File: src/rtl/if_stage.sv
// Instruction-fetch stage: owns the PC, drives the instruction memory address and
// loads the IF/ID pipeline register, applying stall, branch/jump redirect and reset.
module if_stage #(
  parameter logic [31:0] RESET_PC = 32'h0000_0000,
  parameter logic [31:0] NOP_INST = 32'h0000_0000
) (
  input  logic        Clk,
  input  logic        Reset,
  input  logic [31:0] Inst,
  input  logic        Stall,
  input  logic [1:0]  PCSrc,
  output logic [31:0] Addr,
  output logic [31:0] ID_Inst,
  output logic [31:0] ID_PC4,
  output logic        ID_Valid,
  output logic [31:0] FetchCount
);

  logic [31:0] pc_q, pc_d;
  logic [31:0] id_inst_q, id_inst_d;
  logic [31:0] id_pc4_q, id_pc4_d;
  logic        id_valid_q, id_valid_d;
  logic [31:0] fetch_cnt_q, fetch_cnt_d;

  logic [31:0] if_pc4;
  logic [31:0] br_target;
  logic [31:0] j_target;
  logic        take_branch;
  logic        take_jump;
  logic        redirect;

  assign if_pc4    = pc_q + 32'd4;
  assign br_target = id_pc4_q + {{14{id_inst_q[15]}}, id_inst_q[15:0], 2'b00};
  assign j_target  = {id_pc4_q[31:28], id_inst_q[25:0], 2'b00};

  // A bubble in ID has no branch to resolve, so PCSrc is ignored while it is there.
  assign take_branch = id_valid_q && (PCSrc == 2'b01);
  assign take_jump   = id_valid_q && (PCSrc == 2'b10);
  assign redirect    = take_branch || take_jump;

  always_comb begin
    pc_d        = pc_q;
    id_inst_d   = id_inst_q;
    id_pc4_d    = id_pc4_q;
    id_valid_d  = id_valid_q;
    fetch_cnt_d = fetch_cnt_q;
    if (!Stall) begin
      if (redirect) begin
        pc_d       = take_branch ? br_target : j_target;
        id_inst_d  = NOP_INST;
        id_pc4_d   = 32'd0;
        id_valid_d = 1'b0;
      end else begin
        pc_d        = if_pc4;
        id_inst_d   = Inst;
        id_pc4_d    = if_pc4;
        id_valid_d  = 1'b1;
        fetch_cnt_d = fetch_cnt_q + 32'd1;
      end
    end
  end

  always_ff @(posedge Clk) begin
    if (Reset) begin
      pc_q        <= RESET_PC;
      id_inst_q   <= NOP_INST;
      id_pc4_q    <= 32'd0;
      id_valid_q  <= 1'b0;
      fetch_cnt_q <= 32'd0;
    end else begin
      pc_q        <= pc_d;
      id_inst_q   <= id_inst_d;
      id_pc4_q    <= id_pc4_d;
      id_valid_q  <= id_valid_d;
      fetch_cnt_q <= fetch_cnt_d;
    end
  end

  assign Addr       = pc_q;
  assign ID_Inst    = id_inst_q;
  assign ID_PC4     = id_pc4_q;
  assign ID_Valid   = id_valid_q;
  assign FetchCount = fetch_cnt_q;

endmodule
File: config.mk
export PLATFORM = sky130hd
export DESIGN_NAME = if_stage
export DESIGN_NICKNAME = d
export VERILOG_FILES = /design/src/rtl/if_stage.sv
export SDC_FILE = /design/constraint.sdc
export NUM_CORES = 1
export LEC_CHECK = 0
export BUFFER_PORTS_ARGS = -buffer_cell sky130_fd_sc_hd__buf_2
export CORE_MARGIN = 2
export CORE_UTILIZATION = 44
export DETAILED_ROUTE_END_ITERATION = 6
export PLACE_DENSITY = 0.72
export SLEW_MARGIN = 20
export SYNTH_ARGS = -nofsm -noshare
export SYNTH_HDL_FRONTEND = slang
export SYNTH_SLANG_ARGS = --single-unit
export TNS_END_PERCENT = 30
File: constraint.sdc
create_clock -name Clk -period 4.51 [get_ports Clk]
set_input_delay 0.451 -clock Clk [delete_from_list [all_inputs] [get_ports Clk]]
set_output_delay 0.451 -clock Clk [all_outputs]
set_load 0.01 [all_outputs]
* Yosys cells after proc, flatten, opt, wreduce, memory -nomap -nowiden *
Index checks and enable logic that the tools add are counted.

word-level totals
  register bits after elaboration = 129
  logic and storage cells = 21
  input port bits = 37
  output and inout bits = 129

cells by class
  mux-type cells = 5
  bitwise gates (word level) = 2
  equal/unequal tests = 2
  reductions and logical operators = 4
  $add $sub $neg = 3

operators by type and width
  cell                                                              number
  32-bit 2-to-1 mux                                                 4
  32-bit by 1-bit adder with 32-bit output (second input constant)  1
  32-bit by 3-bit adder with 32-bit output (second input constant)  1
  32-bit adder                                                      1
  2-bit by 1-bit == test with 1-bit output (second input constant)  1
  2-bit == test (second input constant)                             1
  1-bit logical AND                                                 2
  1-bit inverter                                                    2
  2-bit AND reduction                                               1
  1-bit logical OR                                                  1
  1-bit 2-to-1 mux                                                  1

* Depth between registers and ports, before layout *
  depth after elaboration = 5
  mapped depth = 11
  mapped depth without buffers = 10

* Least setup slack after synthesis *
OpenSTA, ideal clock, no wires.

  path type = register to register
  start point = register id_inst_q[0], in the netlist ID_Inst[0]
  end point = register pc_q[28], in the netlist Addr[28]
  path slack = 1781 ps
  library setup time = 101 ps
  required time = 4409 ps
  arrival time = 2628 ps
  period minus slack after synthesis = 2729 ps
  cell stages (with the launch flop) = 11
  path buffers = 0
  cell sequence = dfxtp_1 -> ha_1 -> fa_1 -> a211oi_1 -> o21bai_1 -> o211ai_1 -> o21ai_0 -> a311oi_1 -> o41ai_1 -> xnor2_1 -> o41ai_1

on the way
  cells in the longest elaborated chain, start to end = 3

RTL lines
  what                    line  source
  from (decl)             20    logic [31:0] id_inst_q, id_inst_d;
  from (signal assigned)  72    id_inst_q <= id_inst_d;
  32-bit adder            33    assign br_target = id_pc4_q + {{14{id_inst_q[15]}}, id_inst_q[15:0], 2'b00};
  32-bit 2-to-1 mux       49    pc_d = take_branch ? br_target : j_target;
  32-bit 2-to-1 mux       48    if (redirect) begin
  to (signal assigned)    71    pc_q <= pc_d;
  to (decl)               19    logic [31:0] pc_q, pc_d;

Every way passes these cells.
A chain may end at the register's enable or synchronous reset.

* Worst setup path in the final report *
Ends and elaborated chain as after synthesis.

==> results.md <==
• **status** complete, no violations
• **postcts setup bufs** 0
• **initial core utilization** 44.9%
• **synthesized instance count** 948
• **vias in the first global route** 6852
• **flop2flop setup slack** 1.39 ns
• **ys async rst share** 0%
• **placer's final routability congestion estimate** 0.926
• **Setup crit end kind** register
• **wire length of the first global-routing pass** 34.8 mm
• **max-cap violation count** 0
• **Top-Level Pins** 166
• **post-synth design cell area** 7440 sq um
• **end point of the critical path** Addr[28]
• **final worst-path cycle share** 69.1%
• **deepest level of the CTS H-tree** 4
• **final setup TNS** 0 ns
• **worst hold-check path type** input pin to register
• **critical path type** register to register
• **Max Fanout on Critical Path** 4
• **cell area power density** 341 nW/um^2
• **First-pass DRT Iterations** 7
• **initial antenna violation count** 0
• **Worst Reg2Reg Path Length in Cells** 10
• **number of DRC violations after detailed routing** 0
• **y dimension of the die** 134 um
• **Arrival @ worst endpoint** 3.44 ns
• **peak clock frequency supported by timing** 321 MHz
• **total die area** 18000 sq um
• **Synth Flop Type** sky130_fd_sc_hd__dfxtp_1
• **count of input and output buffers** 165
• **setup repair after global routing missed its margin** no
• **clock root buffer** sky130_fd_sc_hd__clkbuf_16
• **total core area** 16600 sq um
• **placed wire-length estimate** 15.0 mm
• **Congestion Overflow GR** 0
• **fraction of layout instances using a drive strength above 1** 19.2%
• **area leader, netlist** sky130_fd_sc_hd__dfxtp_1
• **CTS max path bufs** 2
• **TritonCTS Buffers** 17
• **Die Wd** 134 um
• **Clock transition at path regs** 0.06 ns
• **number of flip-flops and latches in the synthesized netlist** 129
• **drt via density** 5.61
• **routed len/inst** 16.5 um
• **Slew @ Worst Pin** 1.08 ns
• **Rel. slew slack** 27.4%
• **clock latency reported for the late side of the worst-skew pair** 0.43 ns
• **Lkg Pwr** 3.95 nW
• **gr usage total** 23.7%
• **Post-synth EDFFs** 0
• **drt first-iter violations** 449
• **number of nets in the layout** 1149
• **Total Routed Length** 21.6 mm
• **CTS tree** done
• **Synth warnings** 0
• **number of setup violations in the final report** 0
• **average cell area after synthesis** 7.85 sq um
• **Clock Skews** 0.00898 ns
• **share of the synthesized area in the top cell type** 34.7%
• **clock net sink count** 129
• **required time of the critical path** 4.84 ns
• **Mapped Nets** 1017
• **startpoint of the lowest-slack register-to-register path** ID_Inst[0]
• **Hold Vio Cnt, Final** 0
• **time the worst path needs with I/O delays and setup** 3.12 ns
• **routed via count** 7356
• **share of the yosys chip area belonging to registers** 34.7%
• **peak supply drop** 0.276 mV
• **CP startpoint kind** register
• **Worst Setup SP** ID_Inst[0]
• **number of distinct library cell variants in the gate-level netlist after synthesis** 58
• **post-detailed-route count of antenna-violating nets** 0
• **worst hold-check slack** 0.253 ns
• **post-cts gate resize count** 0
• **Post-CTS Hold Buffers** 0
• **main area contributors after synthesis** sky130_fd_sc_hd__dfxtp_1 (35%), sky130_fd_sc_hd__nor2_1 (7.1%), sky130_fd_sc_hd__a21oi_1 (5.6%)
• **number of inserted diodes** 0
• **count of final max-slew check failures** 0
• **capturing point of the worst reg2reg path** Addr[28]
• **layout-stage area growth over the synthesis result** 21.0%
• **Core Rows** 47
• **maximum number of pins on one net before global-route repair** 87
==> worst max-delay path: stages (launching register included) <==
cell and delay (ns):
sky130_fd_sc_hd__dfxtp_1 0.33, sky130_fd_sc_hd__ha_1 0.24, sky130_fd_sc_hd__fa_1 0.42, sky130_fd_sc_hd__a211oi_1 0.27, sky130_fd_sc_hd__o21bai_1 0.18, sky130_fd_sc_hd__o211ai_1 0.20
sky130_fd_sc_hd__o21ai_0 0.19, sky130_fd_sc_hd__a311oi_1 0.56, sky130_fd_sc_hd__o41ai_1 0.18, sky130_fd_sc_hd__xnor2_1 0.15, sky130_fd_sc_hd__o41ai_1 0.29
==> cell type report <==
type	instances	area (sq um)
clock buffer	19	453
clock inverter	12	181
fill	1628	7580
inverter	17	63.8
multi-input combinational	742	4560
sequential	129	2580
tap	220	275
timing repair buffer	173	891
==> sequential cells by signal, summed over array words and instances (netlist names) <==
signal / flops
Addr: 32
FetchCount: 32
ID_PC4: 32
ID_Valid: 1
ID_Inst: 32
==> cells in the final DEF, fill, tap and decap left out, types with 5 or more instances in the layout <==
cell	Yosys	routed
sky130_fd_sc_hd__xor2_1	46	46
sky130_fd_sc_hd__nor3_1	29	29
sky130_fd_sc_hd__inv_1	17	17
sky130_fd_sc_hd__a22oi_1	41	41
sky130_fd_sc_hd__or3_1	9	9
sky130_fd_sc_hd__o211ai_1	5	5
sky130_fd_sc_hd__dfxtp_1	129	129
sky130_fd_sc_hd__o21a_1	5	5
sky130_fd_sc_hd__nor4_1	6	6
sky130_fd_sc_hd__ha_1	31	31
sky130_fd_sc_hd__o21bai_1	6	6
sky130_fd_sc_hd__a21o_1	17	17
sky130_fd_sc_hd__mux2i_1	6	6
sky130_fd_sc_hd__a21oi_1	83	83
sky130_fd_sc_hd__clkbuf_16	0	17
sky130_fd_sc_hd__a311oi_1	8	8
sky130_fd_sc_hd__o31ai_1	5	5
sky130_fd_sc_hd__a211o_1	7	7
sky130_fd_sc_hd__buf_4	0	10
sky130_fd_sc_hd__nand2_1	79	79
sky130_fd_sc_hd__xnor2_1	32	32
sky130_fd_sc_hd__a221oi_1	7	7
sky130_fd_sc_hd__buf_2	2	163
sky130_fd_sc_hd__nand4_1	13	13
sky130_fd_sc_hd__nor2b_1	19	19
sky130_fd_sc_hd__and3_1	15	15
sky130_fd_sc_hd__o21ai_0	38	38
sky130_fd_sc_hd__nor2_1	140	140
sky130_fd_sc_hd__a31oi_1	5	5
sky130_fd_sc_hd__nand3_1	34	34
sky130_fd_sc_hd__a211oi_1	16	16
==> per-layer routing <==
metal,vias to the layer above,wire length [um],global-route usage [%]
li1,3659,-,-
met1,3486,10100,32.3
met2,183,10100,37.6
met3,28,1120,5.03
met4,0,360,7.95
met5,-,0,0
==> synth_stat cells (29+ instances only) <==
| master | n |
|---|---|
| sky130_fd_sc_hd__xnor2_1 | 32 |
| sky130_fd_sc_hd__clkbuf_1 | 52 |
| sky130_fd_sc_hd__dfxtp_1 | 129 |
| sky130_fd_sc_hd__ha_1 | 31 |
| sky130_fd_sc_hd__nor2_1 | 140 |
| sky130_fd_sc_hd__o21ai_0 | 38 |
| sky130_fd_sc_hd__xor2_1 | 46 |
| sky130_fd_sc_hd__a21oi_1 | 83 |
| sky130_fd_sc_hd__nor3_1 | 29 |
| sky130_fd_sc_hd__a22oi_1 | 41 |
| sky130_fd_sc_hd__nand3_1 | 34 |
| sky130_fd_sc_hd__nand2_1 | 79 |
==> power breakdown <==
group	total [mW]	leakage, nW	internal, mW	switching, mW
clock	1.50	0.298	0.954	0.544
sequential	1.23	1.05	1.18	0.0499
combinational	0.337	2.60	0.130	0.207
==> worst min-delay path by stage <==
stage / from / end / slack (ns) / cells past startpoint
after floorplan: ID_PC4[0] / Addr[0] / 0.49 / 2
after global placement: ID_PC4[1] / Addr[1] / 0.47 / 2
after detailed placement: ID_PC4[0] / Addr[0] / 0.48 / 2
after CTS: Inst[6] / ID_Inst[6] / 0.24 / 3
after global routing: Inst[6] / ID_Inst[6] / 0.26 / 3
final: Inst[26] / ID_Inst[26] / 0.25 / 3
==> per-stage QoR <==
step	utilization, %	setup slack (ns)	area, sq um	power (mW)	std cells
2_1_floorplan	-	1.78	7440	1.47	948
3_3_place_gp	50.5	1.46	8370	1.59	1281
3_5_place_dp	50.5	1.42	8370	1.59	1281
4_1_cts	54.3	1.40	9000	3.07	1312
5_1_grt	54.3	1.07	9000	3.16	1312
6_report	54.3	1.39	9000	3.07	1312
==> cells by family after synthesis <==
group           Yosys count  synth area share [%]
buf+inv                  77                  4.02
fa+ha+maj                32                  5.48
flops                   129                  34.7
simple gates            365                  22.9
compound gates          260                  22.8
xor+xnor                 78                  9.18
mux                       7                 0.959
Power figures use the tool's default switching activity.
